### src/rtl/multi_channel_fifo_controller_if.sv
// -----------------------------------------------------------------------------
// multi_channel_fifo_controller_if
// Bundles every signal of the multi-channel FIFO controller except clock and
// reset.
//   slave  : the controller's view. It takes the write/read requests, flush,
//            thresholds and memory read data, and drives the status, count,
//            error and memory-port signals.
//   master : the system's view, which issues requests and hosts the memory.
// Signal groups:
//   flush                                    per-channel flush mask
//   write_enable/channel/data, write_miss    write side
//   read_enable/channel, read_data, read_error
//                                            read side
//   empty .. almost_full, level, space       per-channel status
//   lower/upper_threshold_level/status       shared thresholds, per-channel flags
//   memory_*                                 port to the shared storage memory
// -----------------------------------------------------------------------------
interface multi_channel_fifo_controller_if #(
   parameter int WIDTH    = 8,
   parameter int DEPTH    = 4,
   parameter int CHANNELS = 2
);
   localparam int DEPTH_LOG2    = $clog2(DEPTH);
   localparam int CHANNEL_LOG2  = (CHANNELS > 1) ? $clog2(CHANNELS) : 1;
   localparam int ADDRESS_WIDTH = $clog2(CHANNELS * DEPTH);
   localparam int COUNT_WIDTH   = DEPTH_LOG2 + 1;

   logic [CHANNELS-1:0]             flush;
   logic                            write_enable;
   logic [CHANNEL_LOG2-1:0]         write_channel;
   logic [WIDTH-1:0]                write_data;
   logic [CHANNELS-1:0]             write_miss;
   logic                            read_enable;
   logic [CHANNEL_LOG2-1:0]         read_channel;
   logic [WIDTH-1:0]                read_data;
   logic [CHANNELS-1:0]             read_error;
   logic [CHANNELS-1:0]             empty;
   logic [CHANNELS-1:0]             not_empty;
   logic [CHANNELS-1:0]             almost_empty;
   logic [CHANNELS-1:0]             full;
   logic [CHANNELS-1:0]             not_full;
   logic [CHANNELS-1:0]             almost_full;
   logic [CHANNELS*COUNT_WIDTH-1:0] level;
   logic [CHANNELS*COUNT_WIDTH-1:0] space;
   logic [COUNT_WIDTH-1:0]          lower_threshold_level;
   logic [COUNT_WIDTH-1:0]          upper_threshold_level;
   logic [CHANNELS-1:0]             lower_threshold_status;
   logic [CHANNELS-1:0]             upper_threshold_status;
   logic                            memory_clock;
   logic                            memory_write_enable;
   logic [ADDRESS_WIDTH-1:0]        memory_write_address;
   logic [WIDTH-1:0]                memory_write_data;
   logic                            memory_read_enable;
   logic [ADDRESS_WIDTH-1:0]        memory_read_address;
   logic [WIDTH-1:0]                memory_read_data;

   modport slave (
      input  flush, write_enable, write_channel, write_data,
             read_enable, read_channel,
             lower_threshold_level, upper_threshold_level, memory_read_data,
      output write_miss, read_data, read_error,
             empty, not_empty, almost_empty, full, not_full, almost_full,
             level, space, lower_threshold_status, upper_threshold_status,
             memory_clock, memory_write_enable, memory_write_address,
             memory_write_data, memory_read_enable, memory_read_address
   );

   modport master (
      output flush, write_enable, write_channel, write_data,
             read_enable, read_channel,
             lower_threshold_level, upper_threshold_level, memory_read_data,
      input  write_miss, read_data, read_error,
             empty, not_empty, almost_empty, full, not_full, almost_full,
             level, space, lower_threshold_status, upper_threshold_status,
             memory_clock, memory_write_enable, memory_write_address,
             memory_write_data, memory_read_enable, memory_read_address
   );
endinterface

### src/rtl/multi_channel_fifo_controller.sv
// -----------------------------------------------------------------------------
// multi_channel_fifo_controller
// Manages CHANNELS independent FIFO queues of DEPTH entries each, all stored in
// one external memory. Channel c owns addresses c*DEPTH .. c*DEPTH+DEPTH-1.
// The controller only holds pointers. Data passes straight through to and from
// the memory port, and read data is the combinational head of read_channel.
// Ports:
//   clock  sole clock; also forwarded to memory_clock
//   reset  asynchronous, active-high; empties every channel immediately
//   bus    multi_channel_fifo_controller_if.slave (requests, status, memory)
// -----------------------------------------------------------------------------
module multi_channel_fifo_controller #(
   parameter int WIDTH    = 8,
   parameter int DEPTH    = 4,
   parameter int CHANNELS = 2
) (
   input logic clock,
   input logic reset,
   multi_channel_fifo_controller_if.slave bus
);
   localparam int DEPTH_LOG2    = $clog2(DEPTH);
   localparam int CHANNEL_LOG2  = (CHANNELS > 1) ? $clog2(CHANNELS) : 1;
   localparam int ADDRESS_WIDTH = $clog2(CHANNELS * DEPTH);
   localparam int POINTER_WIDTH = DEPTH_LOG2 + 1;

   localparam logic [POINTER_WIDTH-1:0] DEPTH_COUNT  = POINTER_WIDTH'(DEPTH);
   localparam logic [DEPTH_LOG2-1:0]    LAST_ADDRESS = DEPTH_LOG2'(DEPTH - 1);

   // Pointer layout: the low bits hold the local address and the MSB is the
   // lap bit. The address wraps at DEPTH-1, which need not be a power of two,
   // so a plain increment cannot be used.
   function automatic logic [POINTER_WIDTH-1:0] next_pointer(
      input logic [POINTER_WIDTH-1:0] pointer
   );
      if (pointer[DEPTH_LOG2-1:0] == LAST_ADDRESS) begin
         return {~pointer[DEPTH_LOG2], {DEPTH_LOG2{1'b0}}};
      end
      return pointer + POINTER_WIDTH'(1);
   endfunction

   logic [CHANNELS-1:0][POINTER_WIDTH-1:0] write_pointer;
   logic [CHANNELS-1:0][POINTER_WIDTH-1:0] read_pointer;
   logic [CHANNELS-1:0][POINTER_WIDTH-1:0] channel_level;
   logic [CHANNELS-1:0][ADDRESS_WIDTH-1:0] write_address;
   logic [CHANNELS-1:0][ADDRESS_WIDTH-1:0] read_address;

   logic [CHANNELS-1:0] is_empty;
   logic [CHANNELS-1:0] is_full;
   logic [CHANNELS-1:0] is_almost_empty;
   logic [CHANNELS-1:0] is_almost_full;
   logic [CHANNELS-1:0] lower_status;
   logic [CHANNELS-1:0] upper_status;
   logic [CHANNELS-1:0] write_select;
   logic [CHANNELS-1:0] read_select;
   logic [CHANNELS-1:0] write_accept;
   logic [CHANNELS-1:0] read_accept;
   logic [CHANNELS-1:0] write_reject;
   logic [CHANNELS-1:0] read_reject;
   logic [CHANNELS-1:0] write_miss;
   logic [CHANNELS-1:0] read_error;

   logic [CHANNELS*POINTER_WIDTH-1:0] level_flat;
   logic [CHANNELS*POINTER_WIDTH-1:0] space_flat;

   logic                     same_channel;
   logic [ADDRESS_WIDTH-1:0] memory_write_address;
   logic [ADDRESS_WIDTH-1:0] memory_read_address;
   logic                     memory_read_enable;
   logic [WIDTH-1:0]         head_data;

   // A write to a full channel is still accepted when the same cycle pops
   // that channel. The read frees the slot that the write fills.
   assign same_channel = (bus.write_channel == bus.read_channel);

   for (genvar c = 0; c < CHANNELS; c++) begin : g_channel
      localparam logic [ADDRESS_WIDTH-1:0] BASE = ADDRESS_WIDTH'(c * DEPTH);

      logic                  lap_differ;
      logic                  address_equal;
      logic [DEPTH_LOG2-1:0] write_local;
      logic [DEPTH_LOG2-1:0] read_local;

      assign write_local   = write_pointer[c][DEPTH_LOG2-1:0];
      assign read_local    = read_pointer[c][DEPTH_LOG2-1:0];
      assign lap_differ    = write_pointer[c][DEPTH_LOG2] != read_pointer[c][DEPTH_LOG2];
      assign address_equal = (write_local == read_local);

      assign is_empty[c] = address_equal && !lap_differ;
      assign is_full[c]  = address_equal && lap_differ;

      // When the laps differ the writer is one lap ahead, so its local
      // address is numerically behind. Adding DEPTH restores the true
      // distance. The sum is taken modulo 2^POINTER_WIDTH and always lands
      // in the range 0..DEPTH.
      assign channel_level[c] = {1'b0, write_local} - {1'b0, read_local}
                              + (lap_differ ? DEPTH_COUNT : '0);

      assign level_flat[c*POINTER_WIDTH +: POINTER_WIDTH] = channel_level[c];
      assign space_flat[c*POINTER_WIDTH +: POINTER_WIDTH] = DEPTH_COUNT - channel_level[c];

      assign is_almost_empty[c] = (channel_level[c] == POINTER_WIDTH'(1));
      assign is_almost_full[c]  = (DEPTH_COUNT - channel_level[c] == POINTER_WIDTH'(1));
      assign lower_status[c]    = (channel_level[c] <= bus.lower_threshold_level);
      assign upper_status[c]    = (channel_level[c] >= bus.upper_threshold_level);

      assign write_address[c] = BASE + ADDRESS_WIDTH'(write_local);
      assign read_address[c]  = BASE + ADDRESS_WIDTH'(read_local);

      // A channel number that selects no existing channel matches no select
      // line, so the request is dropped without raising a flag.
      assign write_select[c] = (bus.write_channel == CHANNEL_LOG2'(c));
      assign read_select[c]  = (bus.read_channel == CHANNEL_LOG2'(c));

      assign write_accept[c] = bus.write_enable && write_select[c] && !bus.flush[c]
                             && (!is_full[c] || (bus.read_enable && same_channel));
      assign write_reject[c] = bus.write_enable && write_select[c] && !bus.flush[c]
                             && !write_accept[c];
      assign read_accept[c]  = bus.read_enable && read_select[c] && !bus.flush[c]
                             && !is_empty[c];
      assign read_reject[c]  = bus.read_enable && read_select[c] && !bus.flush[c]
                             && is_empty[c];
   end

   always_comb begin
      memory_write_address = '0;
      memory_read_address  = '0;
      memory_read_enable   = 1'b0;
      for (int c = 0; c < CHANNELS; c++) begin
         if (write_select[c]) begin
            memory_write_address = write_address[c];
         end
         if (read_select[c]) begin
            memory_read_address = read_address[c];
            memory_read_enable  = !is_empty[c];
         end
      end
   end

   // Pointer state. A flush collapses the channel by moving the read pointer
   // onto the write pointer. Writes to a flushing channel are already
   // blocked, so the write pointer cannot move in that same cycle.
   always_ff @(posedge clock or posedge reset) begin
      if (reset) begin
         write_pointer <= '0;
         read_pointer  <= '0;
         write_miss    <= '0;
         read_error    <= '0;
      end else begin
         for (int c = 0; c < CHANNELS; c++) begin
            if (write_accept[c]) begin
               write_pointer[c] <= next_pointer(write_pointer[c]);
            end
            if (bus.flush[c]) begin
               read_pointer[c] <= write_pointer[c];
            end else if (read_accept[c]) begin
               read_pointer[c] <= next_pointer(read_pointer[c]);
            end
         end
         write_miss <= write_reject;
         read_error <= read_reject;
      end
   end

   assign head_data = bus.memory_read_data;

   assign bus.read_data              = head_data;
   assign bus.write_miss             = write_miss;
   assign bus.read_error             = read_error;
   assign bus.empty                  = is_empty;
   assign bus.not_empty              = ~is_empty;
   assign bus.almost_empty           = is_almost_empty;
   assign bus.full                   = is_full;
   assign bus.not_full               = ~is_full;
   assign bus.almost_full            = is_almost_full;
   assign bus.level                  = level_flat;
   assign bus.space                  = space_flat;
   assign bus.lower_threshold_status = lower_status;
   assign bus.upper_threshold_status = upper_status;
   assign bus.memory_clock           = clock;
   assign bus.memory_write_enable    = |write_accept;
   assign bus.memory_write_address   = memory_write_address;
   assign bus.memory_write_data      = bus.write_data;
   assign bus.memory_read_enable     = memory_read_enable;
   assign bus.memory_read_address    = memory_read_address;
endmodule
### src/flat_wrapper.sv
// flat-port wrapper written by rule: the top's interface ports become plain ports
module multi_channel_fifo_controller_flat 
#(
   parameter int WIDTH    = 8,
   parameter int DEPTH    = 4,
   parameter int CHANNELS = 2
)
  (clock, reset, bus_flush, bus_write_enable, bus_write_channel, bus_write_data, bus_read_enable, bus_read_channel, bus_lower_threshold_level, bus_upper_threshold_level, bus_memory_read_data, bus_write_miss, bus_read_data, bus_read_error, bus_empty, bus_not_empty, bus_almost_empty, bus_full, bus_not_full, bus_almost_full, bus_level, bus_space, bus_lower_threshold_status, bus_upper_threshold_status, bus_memory_clock, bus_memory_write_enable, bus_memory_write_address, bus_memory_write_data, bus_memory_read_enable, bus_memory_read_address);
  multi_channel_fifo_controller_if #(.WIDTH(WIDTH), .DEPTH(DEPTH), .CHANNELS(CHANNELS)) bus_i ();
  input logic clock;
  input logic reset;
  input wire logic [$bits(bus_i.flush)-1:0] bus_flush;
  input wire logic [$bits(bus_i.write_enable)-1:0] bus_write_enable;
  input wire logic [$bits(bus_i.write_channel)-1:0] bus_write_channel;
  input wire logic [$bits(bus_i.write_data)-1:0] bus_write_data;
  input wire logic [$bits(bus_i.read_enable)-1:0] bus_read_enable;
  input wire logic [$bits(bus_i.read_channel)-1:0] bus_read_channel;
  input wire logic [$bits(bus_i.lower_threshold_level)-1:0] bus_lower_threshold_level;
  input wire logic [$bits(bus_i.upper_threshold_level)-1:0] bus_upper_threshold_level;
  input wire logic [$bits(bus_i.memory_read_data)-1:0] bus_memory_read_data;
  output wire logic [$bits(bus_i.write_miss)-1:0] bus_write_miss;
  output wire logic [$bits(bus_i.read_data)-1:0] bus_read_data;
  output wire logic [$bits(bus_i.read_error)-1:0] bus_read_error;
  output wire logic [$bits(bus_i.empty)-1:0] bus_empty;
  output wire logic [$bits(bus_i.not_empty)-1:0] bus_not_empty;
  output wire logic [$bits(bus_i.almost_empty)-1:0] bus_almost_empty;
  output wire logic [$bits(bus_i.full)-1:0] bus_full;
  output wire logic [$bits(bus_i.not_full)-1:0] bus_not_full;
  output wire logic [$bits(bus_i.almost_full)-1:0] bus_almost_full;
  output wire logic [$bits(bus_i.level)-1:0] bus_level;
  output wire logic [$bits(bus_i.space)-1:0] bus_space;
  output wire logic [$bits(bus_i.lower_threshold_status)-1:0] bus_lower_threshold_status;
  output wire logic [$bits(bus_i.upper_threshold_status)-1:0] bus_upper_threshold_status;
  output wire logic [$bits(bus_i.memory_clock)-1:0] bus_memory_clock;
  output wire logic [$bits(bus_i.memory_write_enable)-1:0] bus_memory_write_enable;
  output wire logic [$bits(bus_i.memory_write_address)-1:0] bus_memory_write_address;
  output wire logic [$bits(bus_i.memory_write_data)-1:0] bus_memory_write_data;
  output wire logic [$bits(bus_i.memory_read_enable)-1:0] bus_memory_read_enable;
  output wire logic [$bits(bus_i.memory_read_address)-1:0] bus_memory_read_address;
  assign bus_i.flush = bus_flush;
  assign bus_i.write_enable = bus_write_enable;
  assign bus_i.write_channel = bus_write_channel;
  assign bus_i.write_data = bus_write_data;
  assign bus_i.read_enable = bus_read_enable;
  assign bus_i.read_channel = bus_read_channel;
  assign bus_i.lower_threshold_level = bus_lower_threshold_level;
  assign bus_i.upper_threshold_level = bus_upper_threshold_level;
  assign bus_i.memory_read_data = bus_memory_read_data;
  assign bus_write_miss = bus_i.write_miss;
  assign bus_read_data = bus_i.read_data;
  assign bus_read_error = bus_i.read_error;
  assign bus_empty = bus_i.empty;
  assign bus_not_empty = bus_i.not_empty;
  assign bus_almost_empty = bus_i.almost_empty;
  assign bus_full = bus_i.full;
  assign bus_not_full = bus_i.not_full;
  assign bus_almost_full = bus_i.almost_full;
  assign bus_level = bus_i.level;
  assign bus_space = bus_i.space;
  assign bus_lower_threshold_status = bus_i.lower_threshold_status;
  assign bus_upper_threshold_status = bus_i.upper_threshold_status;
  assign bus_memory_clock = bus_i.memory_clock;
  assign bus_memory_write_enable = bus_i.memory_write_enable;
  assign bus_memory_write_address = bus_i.memory_write_address;
  assign bus_memory_write_data = bus_i.memory_write_data;
  assign bus_memory_read_enable = bus_i.memory_read_enable;
  assign bus_memory_read_address = bus_i.memory_read_address;
  multi_channel_fifo_controller #(.WIDTH(WIDTH), .DEPTH(DEPTH), .CHANNELS(CHANNELS)) u_core (.clock(clock), .reset(reset), .bus(bus_i));
endmodule
### config.mk
export PLATFORM = sky130hd
export DESIGN_NAME = multi_channel_fifo_controller_flat
export DESIGN_NICKNAME = d
export VERILOG_FILES = /design/src/rtl/multi_channel_fifo_controller_if.sv /design/src/rtl/multi_channel_fifo_controller.sv /design/src/flat_wrapper.sv
export SDC_FILE = /design/constraint.sdc
export NUM_CORES = 1
export LEC_CHECK = 0
export CAP_MARGIN = 25
export CORE_MARGIN = 8
export CORE_UTILIZATION = 53
export CTS_CLUSTER_DIAMETER = 80
export DETAILED_ROUTE_END_ITERATION = 6
export DONT_BUFFER_PORTS = 1
export PLACE_DENSITY = 0.74
export SETUP_SLACK_MARGIN = 0.1
export SLEW_MARGIN = 20
export SYNTH_ARGS = -nofsm -noshare
export SYNTH_HDL_FRONTEND = slang
export SYNTH_SLANG_ARGS = --single-unit
### constraint.sdc
create_clock -name clock -period 2.15 [get_ports clock]
set_clock_uncertainty 0.1 [all_clocks]
set_input_delay 0.3225 -clock clock [delete_from_list [all_inputs] [get_ports clock]]
set_output_delay 0.3225 -clock clock [all_outputs]
set_load 0.005 [all_outputs]
==> flow_metrics.tcl <==
set metrics [dict create \
    syn_inst 198 \
    final_util 0.710 \
    min_path_type "input port to flip-flop" \
    required_ns 1.73 \
    numCtsBuffers 3 \
    ys_seq_area_frac 0.220 \
    grt.overflow.total 0 \
    gr-usage-all-layers 0.179 \
    antenna_found_initial 0 \
    dpl.cell_count 237 \
    grt_max_degree 17 \
    violations "negative setup slack" \
    dp_hpwl_microns 3750 \
    tritoncts "built" \
    drive_above_1_share 0.458 \
    coreArea_sq_mm 0.00331 \
    crit_slowest_cell "fa_2" \
    critical_path_class "flip-flop to primary output" \
    max_freq_mhz 380 \
    synthesis.nets 256 \
    dieHeight_microns 74.7 \
    synthArstFlopShare 1.00 \
    finalHoldViolations 0 \
    dr.pass1.iters 4 \
    fin_area_sq_mm 0.00235 \
    rsz0062_at_grt "yes" \
    cpMostUsedCell "inv_2" \
    cts.sinks 16 \
    cts_root_buf "clkbuf_4" \
    clkLatencyLatePin_ns 0.30 \
    tightest_slew_ns 0.651 \
    vias_per_cell 5.96 \
    finalWirelength_microns 5220 \
    ios 87 \
    synth.ff_latch_count 16 \
    status "finished with violations" \
    grt_pass1_vias 1618 \
    clockBufferDepth 2 \
    post-route-period-util 1.22 \
    portBuffers 0 \
    wl_per_cell_microns 20.2 \
    grt_pass1_wl_microns 7760 \
    maxCapViolations 0 \
    crit_chain "inv_2, ha_4, inv_2, fa_2, ha_1, nor2b_1, o21a_1, o21ai_2" \
    crit_arrival_ns 2.21 \
    fin_crit_ns 2.63 \
    placed_cell_area_sq_mm 0.00188 \
    path_max_fanout 3 \
    start_util 0.551 \
    die-area_sq_mm 0.00557 \
    slew_headroom 0.565 \
    route.vias.total 1537 \
    slew_violations 0 \
    instances_no_fill 258 \
    drtIter0Drc 82 \
    slowest_delay_ns 0.56 \
    n_fill_cell 242 \
    dpl_worst_slack_ns -0.214 \
    fin_ws_ns -0.480 \
    rows 21 \
    synth.distinct_cells 45 \
    path_clk_slew_ns 0.10 \
    cp-start-kind "flip-flop" \
    areaGrowthSynthToFinish_pct 28.9 \
    ys.flop_type "dfrtp_1" \
    final_common_cell "buf_4" \
    nets 272 \
    yosysWarnings 0 \
    end_kind "primary output" \
    syn_area_sq_mm 0.00182 \
    drc 0 \
    layout_common_cells "buf_4, dfrtp_1, inv_1, ha_4, ha_1" \
    antenna_left 0 \
    avgSynthCellArea_sq_um 9.21 \
    place.gp.congestion 0.866 \
    antenna_cells 0 \
    die_x_microns 74.7 \
    synth_edf_count 0 \
    setup_viol 17 \
    htreeDepth 1 \
]
==> layout make-up <==
cell class              count  area (sq um)  share of cell area
inverters                  27           106              0.0453
flip-flops and latches     16           400               0.170
repair buffers             40           353               0.150
well taps                  46          57.6              0.0245
clock buffers               3          22.5             0.00958
multi-input cells         126          1410               0.600
==> critical path: cells and delay by family (launching register included) <==
family	cells	cell delay, ns
AND/OR/NAND/NOR	1	0.14
AO/OA/AOI/OAI	2	0.30
buffers and inverters	2	0.12
flip-flops	1	0.41
adder cells (fa/ha/maj)	3	0.94
==> cell usage after synthesis (all sizes together) (4+ instances only) <==
| cell type | count | share of area |
|---|---|---|
| a21o | 4 | 0.016 |
| a311oi | 4 | 0.023 |
| a31oi | 4 | 0.017 |
| buf | 26 | 0.11 |
| dfrtp | 16 | 0.22 |
| ha | 26 | 0.18 |
| inv | 27 | 0.056 |
| mux2 | 6 | 0.037 |
| nand2 | 10 | 0.022 |
| nand3 | 7 | 0.019 |
| nor2 | 9 | 0.019 |
| nor2b | 6 | 0.021 |
| nor3 | 4 | 0.011 |
| o21ai | 4 | 0.011 |
| xor2 | 6 | 0.049 |
==> logic make-up after synthesis <==
kind of cell               after synthesis  share of synthesized area
muxes                                    6                     0.0371
and+or+nand+nor                         47                      0.138
buffers and inverters                   56                      0.167
DFF                                     16                      0.220
AOI/OAI and AO/OA                       35                      0.154
xor gates and xnor gates                10                     0.0837
adders and majority gates               28                      0.200
==> sequential cells by signal (all words and copies together) (netlist names) <==
register	flops
u_core.bus.read_error	2
u_core.bus.write_miss	2
u_core.g_channel.read_local	4
u_core.g_channel.write_local	4
u_core.read_pointer	2
u_core.write_pointer	2
==> what timing repair did <==
item,4_1_cts,5_1_grt
pin swaps,10,11
hold buffers,3,0
gates resized for setup,48,18
endpoints found under the setup margin,21,26
hold endpoints to repair,18,0
setup buffers,6,10
==> final timing paths <==
check / start / endpoint / slack [ns] / cells after the start
setup / recovery: u_core.g_channel[0].write_local[0] / bus_lower_threshold_status[0] / -0.48 / 8
hold / removal: bus_flush[0] / u_core.read_pointer[2] / 0.06 / 1
setup reg to reg: u_core.g_channel[0].write_local[1] / u_core.g_channel[0].write_local[1] / 0.09 / 8
hold reg to reg: u_core.write_pointer[5] / u_core.write_pointer[5] / 0.54 / 2
max in group asynchronous: reset / u_core.g_channel[1].write_local[1] / 1.09 / 2
min in group asynchronous: reset / u_core.bus.write_miss[1] / 0.44 / 2
==> stage by stage <==
stage,hold slack (ns),setup TNS [ns]
2_1_floorplan,0.136,-0.354
3_5_place_dp,0.223,-1.07
6_report,0.0623,-4.95
5_1_grt,0.0597,-6.18
3_3_place_gp,0.222,-0.617
4_1_cts,0.0653,-4.02
==> layer usage <==
| layer | global-route usage | vias up | wire length (microns) |
|---|---|---|---|
| met2 | 0.306 | 73 | 2530 |
| met4 | 0.0696 | 0 | 161 |
| li1 | - | 688 | - |
| met1 | 0.199 | 749 | 2070 |
| met3 | 0.0599 | 27 | 451 |
| met5 | 0 | - | 0 |
Power is not shown: default switching activity piles up to over one toggle a cycle in this logic, so the estimate is an artifact.
